==> src/rtl/macc_err_pkg.sv <==
// Shared widths and helpers for the multi-lane MAC / fault-injection array.
package macc_err_pkg;

    localparam int unsigned DEF_CH    = 4;
    localparam int unsigned DEF_IN_W  = 16;
    localparam int unsigned DEF_ACC_W = 40;
    localparam int unsigned DEF_CNT_W = 16;
    localparam int unsigned MAX_W     = 128;

    function automatic int unsigned lane_lo(input int unsigned lane, input int unsigned w);
        return lane * w;
    endfunction

    // Replicates bit w-1 of v into every bit above it.
    function automatic logic [MAX_W-1:0] sext(input logic [MAX_W-1:0] v, input int unsigned w);
        logic [MAX_W-1:0] r;
        r = v;
        for (int unsigned i = w; i < MAX_W; i++) r[i] = v[w-1];
        return r;
    endfunction

    function automatic logic add_ovf(input logic sa, input logic sb, input logic sr);
        return (sa == sb) && (sr != sa);
    endfunction

endpackage

==> src/rtl/macc_err_lane.sv <==
// One MAC lane: registered signed product, wrapping accumulator, sticky overflow, bit flip.
module macc_err_lane
    import macc_err_pkg::*;
#(
    parameter int unsigned IN_W  = DEF_IN_W,
    parameter int unsigned ACC_W = DEF_ACC_W,
    parameter int unsigned BIT_W = $clog2(DEF_ACC_W)
) (
    input  logic             clk,
    input  logic             rst,
    input  logic             s1_en,
    input  logic             s2_en,
    input  logic             sload,
    input  logic [IN_W-1:0]  a,
    input  logic [IN_W-1:0]  b,
    input  logic             flip_en,
    input  logic [BIT_W-1:0] flip_bit,
    output logic [ACC_W-1:0] acc,
    output logic             ovf
);

    logic [2*IN_W-1:0] a_ext, b_ext, prod;
    logic [ACC_W-1:0]  prod_ext, sum, next_acc;

    // Low 2*IN_W bits of the product of sign-extended operands equal the signed product.
    assign a_ext    = (2*IN_W)'(sext(MAX_W'(a), IN_W));
    assign b_ext    = (2*IN_W)'(sext(MAX_W'(b), IN_W));
    assign prod_ext = ACC_W'(sext(MAX_W'(prod), 2*IN_W));
    assign sum      = acc + prod_ext;

    always_comb begin
        next_acc = sload ? prod_ext : sum;
        if (flip_en) next_acc = next_acc ^ (ACC_W'(1) << flip_bit);
    end

    always_ff @(posedge clk or negedge rst) begin
        if (!rst) begin
            prod <= '0;
            acc  <= '0;
            ovf  <= 1'b0;
        end else begin
            if (s1_en) prod <= a_ext * b_ext;
            if (s2_en) begin
                acc <= next_acc;
                ovf <= sload ? 1'b0 : (ovf | add_ovf(acc[ACC_W-1], prod_ext[ACC_W-1], sum[ACC_W-1]));
            end
        end
    end

endmodule

==> src/rtl/macc_err_inject_array.sv <==
// Multi-lane signed MAC array with threshold-driven round-robin bit-flip injection.
// Injection logic is present only when MACC_ERR_INJECT_EN is defined.
module macc_err_inject_array
    import macc_err_pkg::*;
#(
    parameter int unsigned CH    = DEF_CH,
    parameter int unsigned IN_W  = DEF_IN_W,
    parameter int unsigned ACC_W = DEF_ACC_W,
    parameter int unsigned CNT_W = DEF_CNT_W
) (
    input  logic                       clk,
    input  logic                       rst,
    input  logic                       ce,
    input  logic                       sload,
    input  logic                       in_valid,
    input  logic [CH*IN_W-1:0]         a,
    input  logic [CH*IN_W-1:0]         b,
    input  logic [31:0]                err_threshold,
    input  logic [$clog2(ACC_W)-1:0]   err_bit_sel,
    output logic [CH*ACC_W-1:0]        accum_out,
    output logic                       out_valid,
    output logic [CH-1:0]              ovf,
    output logic [CH-1:0]              err_flag,
    output logic [CNT_W-1:0]           err_count
);

    localparam int unsigned BIT_W = $clog2(ACC_W);

    logic          s1_valid, s1_sload, s2_en;
    logic [CH-1:0] flip_vec;

    assign s2_en = ce & s1_valid;

    always_ff @(posedge clk or negedge rst) begin
        if (!rst) begin
            s1_valid  <= 1'b0;
            s1_sload  <= 1'b0;
            out_valid <= 1'b0;
        end else if (ce) begin
            s1_valid  <= in_valid;
            if (in_valid) s1_sload <= sload;
            out_valid <= s1_valid;
        end
    end

`ifdef MACC_ERR_INJECT_EN
    localparam int unsigned PTR_W = (CH > 1) ? $clog2(CH) : 1;

    logic [31:0]      evt;
    logic [PTR_W-1:0] ptr;
    logic             inject, bit_ok;

    // 33-bit compare so evt+1 cannot wrap past a large threshold.
    assign inject = s2_en && (err_threshold != '0) &&
                    (({1'b0, evt} + 33'd1) >= {1'b0, err_threshold});
    assign bit_ok = 32'(err_bit_sel) < ACC_W;

    always_ff @(posedge clk or negedge rst) begin
        if (!rst) begin
            evt       <= '0;
            ptr       <= '0;
            err_count <= '0;
            err_flag  <= '0;
        end else if (ce) begin
            err_flag <= flip_vec;
            if (s2_en) begin
                if (inject) begin
                    evt <= '0;
                    ptr <= (ptr == PTR_W'(CH - 1)) ? '0 : ptr + 1'b1;
                    if (bit_ok && (err_count != '1)) err_count <= err_count + 1'b1;
                end else begin
                    evt <= evt + 1'b1;
                end
            end
        end
    end

    for (genvar c = 0; c < CH; c++) begin : g_flip
        assign flip_vec[c] = inject && bit_ok && (ptr == PTR_W'(c));
    end
`else
    logic unused_cfg;

    assign unused_cfg = ^{err_threshold, err_bit_sel};
    assign flip_vec   = '0;
    assign err_flag   = '0;
    assign err_count  = '0;
`endif

    for (genvar c = 0; c < CH; c++) begin : g_lane
        macc_err_lane #(
            .IN_W  (IN_W),
            .ACC_W (ACC_W),
            .BIT_W (BIT_W)
        ) u_lane (
            .clk      (clk),
            .rst      (rst),
            .s1_en    (ce & in_valid),
            .s2_en    (s2_en),
            .sload    (s1_sload),
            .a        (a[lane_lo(c, IN_W) +: IN_W]),
            .b        (b[lane_lo(c, IN_W) +: IN_W]),
            .flip_en  (flip_vec[c]),
            .flip_bit (err_bit_sel),
            .acc      (accum_out[lane_lo(c, ACC_W) +: ACC_W]),
            .ovf      (ovf[c])
        );
    end

endmodule
==> config.mk <==
export PLATFORM = sky130hd
export DESIGN_NAME = macc_err_inject_array
export DESIGN_NICKNAME = d
export VERILOG_FILES = /design/src/rtl/macc_err_pkg.sv /design/src/rtl/macc_err_lane.sv /design/src/rtl/macc_err_inject_array.sv
export SDC_FILE = /design/constraint.sdc
export NUM_CORES = 2
export LEC_CHECK = 0
export CORE_MARGIN = 2
export CORE_UTILIZATION = 60
export CTS_CLUSTER_DIAMETER = 60
export DETAILED_ROUTE_END_ITERATION = 10
export GPL_TIMING_DRIVEN = 0
export HOLD_SLACK_MARGIN = 0.12
export PLACE_DENSITY = 0.8
export SLEW_MARGIN = 20
export SYNTH_ARGS = -nofsm -noshare
export SYNTH_HDL_FRONTEND = slang
export SYNTH_SLANG_ARGS = --single-unit
==> constraint.sdc <==
create_clock -name clk -period 4.3 [get_ports clk]
set_input_delay 0.86 -clock clk [delete_from_list [all_inputs] [get_ports clk]]
set_output_delay 0.86 -clock clk [all_outputs]
set_load 0.01 [all_outputs]
Word level (Yosys, flattened, before mapping)
Index checks and enable logic that the tools add are counted.
{"block": "word_totals", "reg_bits": 295, "word_cells": 50}
{"block": "op_classes", "bitwise_logic": 6, "add_sub_neg": 4, "muxes": 8, "reduce_logical": 5, "mul": 4, "eq_ne": 8}
{"cell": "$add A40 B40 Y40", "n": 4}
{"cell": "$mux W40", "n": 4}
{"cell": "$mul A16 B16 Y32", "n": 4}
{"cell": "$eq A1 B1 Y1", "n": 4}
{"cell": "$logic_and A1 B1 Y1", "n": 4}
{"cell": "$mux W1", "n": 4}
{"cell": "$ne A1 B1 Y1", "n": 4}
{"cell": "$or A1 B1 Y1", "n": 4}
{"cell": "$and A1 B1 Y1", "n": 2}
{"cell": "$reduce_and A2 Y1", "n": 1}

Depth between registers and ports, before layout
{"block": "depth", "word_depth": 5, "depth_mapped": 27, "mapped_depth_nobuf": 26}

Hierarchy
A second synthesis with hierarchy kept.
{"block": "hier_totals", "cells_unflattened": 7075, "hier_area_um2": 63334.5}
{"mod": "macc_err_lane at g_lane[2].u_lane", "cells_each": 1773, "area_each_um2": 15822.7, "seq_area_each_um2": 1826.8, "instances": 1}
{"mod": "macc_err_lane at g_lane[3].u_lane", "cells_each": 1777, "area_each_um2": 15811.4, "seq_area_each_um2": 1826.8, "instances": 1}
{"mod": "macc_err_lane at g_lane[1].u_lane", "cells_each": 1735, "area_each_um2": 15728.8, "seq_area_each_um2": 1826.8, "instances": 1}
{"mod": "macc_err_lane at g_lane[0].u_lane", "cells_each": 1759, "area_each_um2": 15690.0, "seq_area_each_um2": 1826.8, "instances": 1}
{"mod": "macc_err_inject_array", "cells_each": 31, "area_each_um2": 281.5, "seq_area_each_um2": 75.1, "instances": 1}

Worst setup path before layout
OpenSTA, ideal clock, no wires.
{"block": "synth_path", "path_type": "input-to-reg", "startpoint": "input port b[33]", "endpoint": "register g_lane[2].u_lane.prod[31]", "stages": 24, "arrival_time_ns": 6.747, "setup_slack_ns": -2.581, "setup_time_ns": 0.134, "cell_sequence": "clkbuf_1 -> nand2_1 -> inv_1 -> fa_1 -> fa_1 -> fa_1 -> fa_1 -> fa_1 -> inv_1 -> fa_1 -> inv_1 -> ha_1 -> a21o_1 -> a21o_1 -> a211o_1 -> a31oi_1 -> a21boi_0 -> o31ai_1 -> a21oi_1 -> a21bo_2 -> nor3_1 -> a21oi_1 -> xnor2_1 -> o21ai_0"}
{"block": "synth_between", "elab_chain_cells": 1}
{"item": "start: declaration", "line_no": "macc_err_inject_array.sv:17", "text": "input logic [CH*IN_W-1:0] b,"}
{"item": "$mul A16 B16 Y32", "line_no": "macc_err_lane.sv:42", "text": "if (s1_en) prod <= a_ext * b_ext;"}
{"item": "end signal: assignment", "line_no": "macc_err_lane.sv:42"}
{"item": "end: declaration", "line_no": "macc_err_lane.sv:22", "text": "logic [2*IN_W-1:0] a_ext, b_ext, prod;"}
Every way passes these cells.
A chain may end at the register's enable or synchronous reset.

Worst setup path after layout
{"block": "layout_path", "startpoint": "input port b[37]", "endpoint": "register g_lane[2].u_lane.prod[31]"}
The elaborated chain is that of the path after synthesis.

==> metrics.csv <==
stage,metric,value,unit
logic_synthesis,synth_cell_types,85,
critical_path,crit_buf_inv,5,
finish,nNetsFinal,8979,
logic_synthesis,yosys_warnings,0,
critical_path,cp_top_family,adder cells,
critical_path,reg2reg_depth,15,
critical_path,cpPeakStageDelay,0.57,ns
timing,worstMarginPinSlew,1.25,ns
timing,fin_crit_sh,151,%
finish,ff_latch_area,7380,um^2
floorplan,rows,114,
logic_synthesis,synth_edf_count,0,
floorplan,die-area,100000,um^2
timing,rsz0062_at_grt,true,
finish,area_delta_synth_final,23.2,%
floorplan,ioPinCount,356,
critical_path,worstReg2RegStart,g_lane[1].u_lane.acc[0]$_DFFE_PN0P_,
critical_path,rr_endpoint,g_lane[1].u_lane.acc[38]$_DFFE_PN0P_,
timing,fmax,154,MHz
logic_synthesis,synthCells,6576,
placed_design,numPortBuffers,297,
global_route,grt_max_degree,85,
status,outcome,"finished, violations left",
critical_path,rrSetupSlack,0.14,ns
logic_synthesis,synth-seq-cells,295,
timing,slew_headroom,16.5,%
routing,dr.pass1.iters,6,
floorplan,dieWidth,316,um
logic_synthesis,netlist_area,58500,um^2
critical_path,critical_path_class,input pin to register,
clock_tree,clock_latency,0.58,ns
floorplan,die_h,316,um
global_route,grt_overflow,0,
clock_tree,numCtsBuffers,36,
logic_synthesis,async_flop_share,100,%
timing,tns,-121.76,ns
floorplan,core_area,96700,um^2
routing,vias,50385,
timing,drv_slew,0,
global_route,grt_pass1_vias,51979,
critical_path,crit_path_max_fanout,7,
clock_tree,h-tree-depth,2,
logic_synthesis,syn_area_per_cell,8.90,um^2
clock_tree,max-clock-path-buffers,3,
finish,fill_cells,6741,
routing,ant_nets,0,
clock_tree,cts.sinks,295,
timing,fin_skew,0.0434,ns
routing,vias_per_cell,5.87,
logic_synthesis,ys_seq_area_share,12.6,%
routing,wl_per_cell,21.7,um
critical_path,worst_setup_path_end_kind,register,
critical_path,worstPathRequired,4.70,ns
global_route,antenna_found_initial,7,
logic_synthesis,synthFlopType,dfrtp_1,
global_route,grt_pass1_wl,284,mm
critical_path,cp.arrival,6.92,ns
timing,worst_slack,-2.21,ns
placed_design,dp.final_hpwl,143,mm
timing,layout_min_cycle_time,6.51,ns
timing,setup_viol,95,
floorplan,start_util,60.5,%
timing,hold_violations,0,
critical_path,cp_slowest_cell,fa_2,
global_route,grt_usage,36.9,%
finish,layout_commonest_cell,inv_1,
critical_path,path_common_cell,fa_2,
job,maxCapViolations,0,
clock_tree,clk_pin_slew,0.06,ns
routing,finalWirelength,186,mm
placed_design,gp_congestion,0.989,
min_path,hp-class,input pin to asynchronous set/reset pin,
critical_path,start_kind,input pin,
clock_tree,cts_tree,done,
routing,drcViolationCount,0,
routing,initialDrtViolationCount,4861,
finish,layout_common_cells,"inv_1 (1117), fa_1 (969), nand2_1 (774)",
clock_tree,root_buffer,clkbuf_16,
finish,drive_gt1_share,17.7,%
status,failed_checks,negative setup slack,
finish,multiInputGateArea,48200,um^2
per-stage QoR:
stage	std cells	area, um^2	worst slack (ns)	util [%]	hold slack, ns
3_3_place_gp	8168	65100	-10.69	67.3	0.492
3_5_place_dp	8171	65200	-3.78	67.4	0.502
4_1_cts	8479	70200	-2.05	72.6	0.303
2_1_floorplan	6595	60500	-2.12	-	0.468
6_report	8583	72100	-2.21	74.6	0.265
5_1_grt	8576	72100	-2.31	74.5	0.332
how the worst max path moves through the flow:
stage / startpoint / end / slack [ns] / cells past startpoint
finish: b[37] / g_lane[2].u_lane.prod[31]$_DFFE_PN0P_ / -2.21 / 25
global route: b[38] / g_lane[2].u_lane.prod[31]$_DFFE_PN0P_ / -2.31 / 26
CTS: a[47] / g_lane[2].u_lane.prod[31]$_DFFE_PN0P_ / -2.05 / 25
detailed placement: b[39] / g_lane[2].u_lane.prod[31]$_DFFE_PN0P_ / -3.78 / 25
global placement: rst / g_lane[0].u_lane.acc[14]$_DFFE_PN0P_ / -10.69 / 1
floorplan: a[36] / g_lane[2].u_lane.prod[31]$_DFFE_PN0P_ / -2.12 / 23
cells in the mapped netlist (8+ instances only):
| master | number | area [um^2] |
|---|---|---|
| a31oi_1 | 33 | 206 |
| buf_1 | 12 | 45.0 |
| o21bai_1 | 42 | 315 |
| nor2b_1 | 31 | 194 |
| a21o_1 | 149 | 1120 |
| nor2_1 | 268 | 1010 |
| mux2_2 | 21 | 236 |
| or3_1 | 10 | 62.6 |
| dfrtp_1 | 295 | 7380 |
| clkbuf_1 | 224 | 841 |
| inv_1 | 1210 | 4540 |
| and2_1 | 492 | 3080 |
| o21ai_0 | 335 | 1680 |
| nand3_1 | 49 | 245 |
| nand4_1 | 22 | 138 |
| nand2b_1 | 52 | 325 |
| o31ai_1 | 12 | 90.1 |
| nand2_1 | 825 | 3100 |
| and4_1 | 8 | 70.1 |
| o21ai_1 | 11 | 55.1 |
| fa_1 | 1052 | 21100 |
| ha_1 | 484 | 6060 |
| a31o_2 | 9 | 78.8 |
| o211ai_1 | 16 | 120 |
| nor3_1 | 49 | 245 |
| a21oi_1 | 330 | 1650 |
| xnor2_1 | 164 | 1440 |
| buf_4 | 24 | 180 |
| a211oi_1 | 15 | 113 |
| and3_1 | 31 | 194 |
| xor2_1 | 99 | 867 |
| mux2i_1 | 17 | 170 |
| a211o_1 | 11 | 96.3 |
| a21boi_0 | 9 | 67.6 |
| o21a_1 | 45 | 338 |
state kept, by name (all words and copies together), names as in the netlist:
name                cells
out_valid               1
g_lane.u_lane.prod    128
g_lane.u_lane.acc     160
s1_sload                1
s1_valid                1
g_lane.u_lane.ovf       4
layout make-up:
class                      count  share of cell area (%)
sequential                   295                    10.2
inverter                    1210                    6.33
clock inverter                16                   0.189
clock buffer                  49                    1.46
timing repair buffer         641                    8.64
antenna                        8                  0.0278
tap                         1276                    2.21
multi-input combinational   4830                    66.9
buffer                       258                    3.98
layer usage:
metal  share of wire [%]  vias up  track usage [%]
met5               0.013        -                0
met2                  46     2607             57.8
met3                  11      568             8.71
met1                  39    25254             49.6
li1                    -    21952                -
met4                 5.0        4             15.3
cell families after synthesis:
logic type,share of synthesized area (%)
xor gates and xnor gates,3.94
and+or+nand+nor,15.1
adders and majority gates,46.3
AOI/OAI and AO/OA,11.7
buffers and inverters,9.58
other,0.00641
DFF,12.6
muxes,0.695
repair_timing:
item                                    4_1_cts  5_1_grt
gates cloned                                  7        2
endpoints found under the setup margin      106      102
setup buffers                               246      101
gates resized for setup                    1219      359
pin swaps                                   260      213
hold buffers                                  0        0
Power is left out: the tool's default activity adds up to more than one toggle a clock period on the data nets, which glitch-free logic cannot reach.
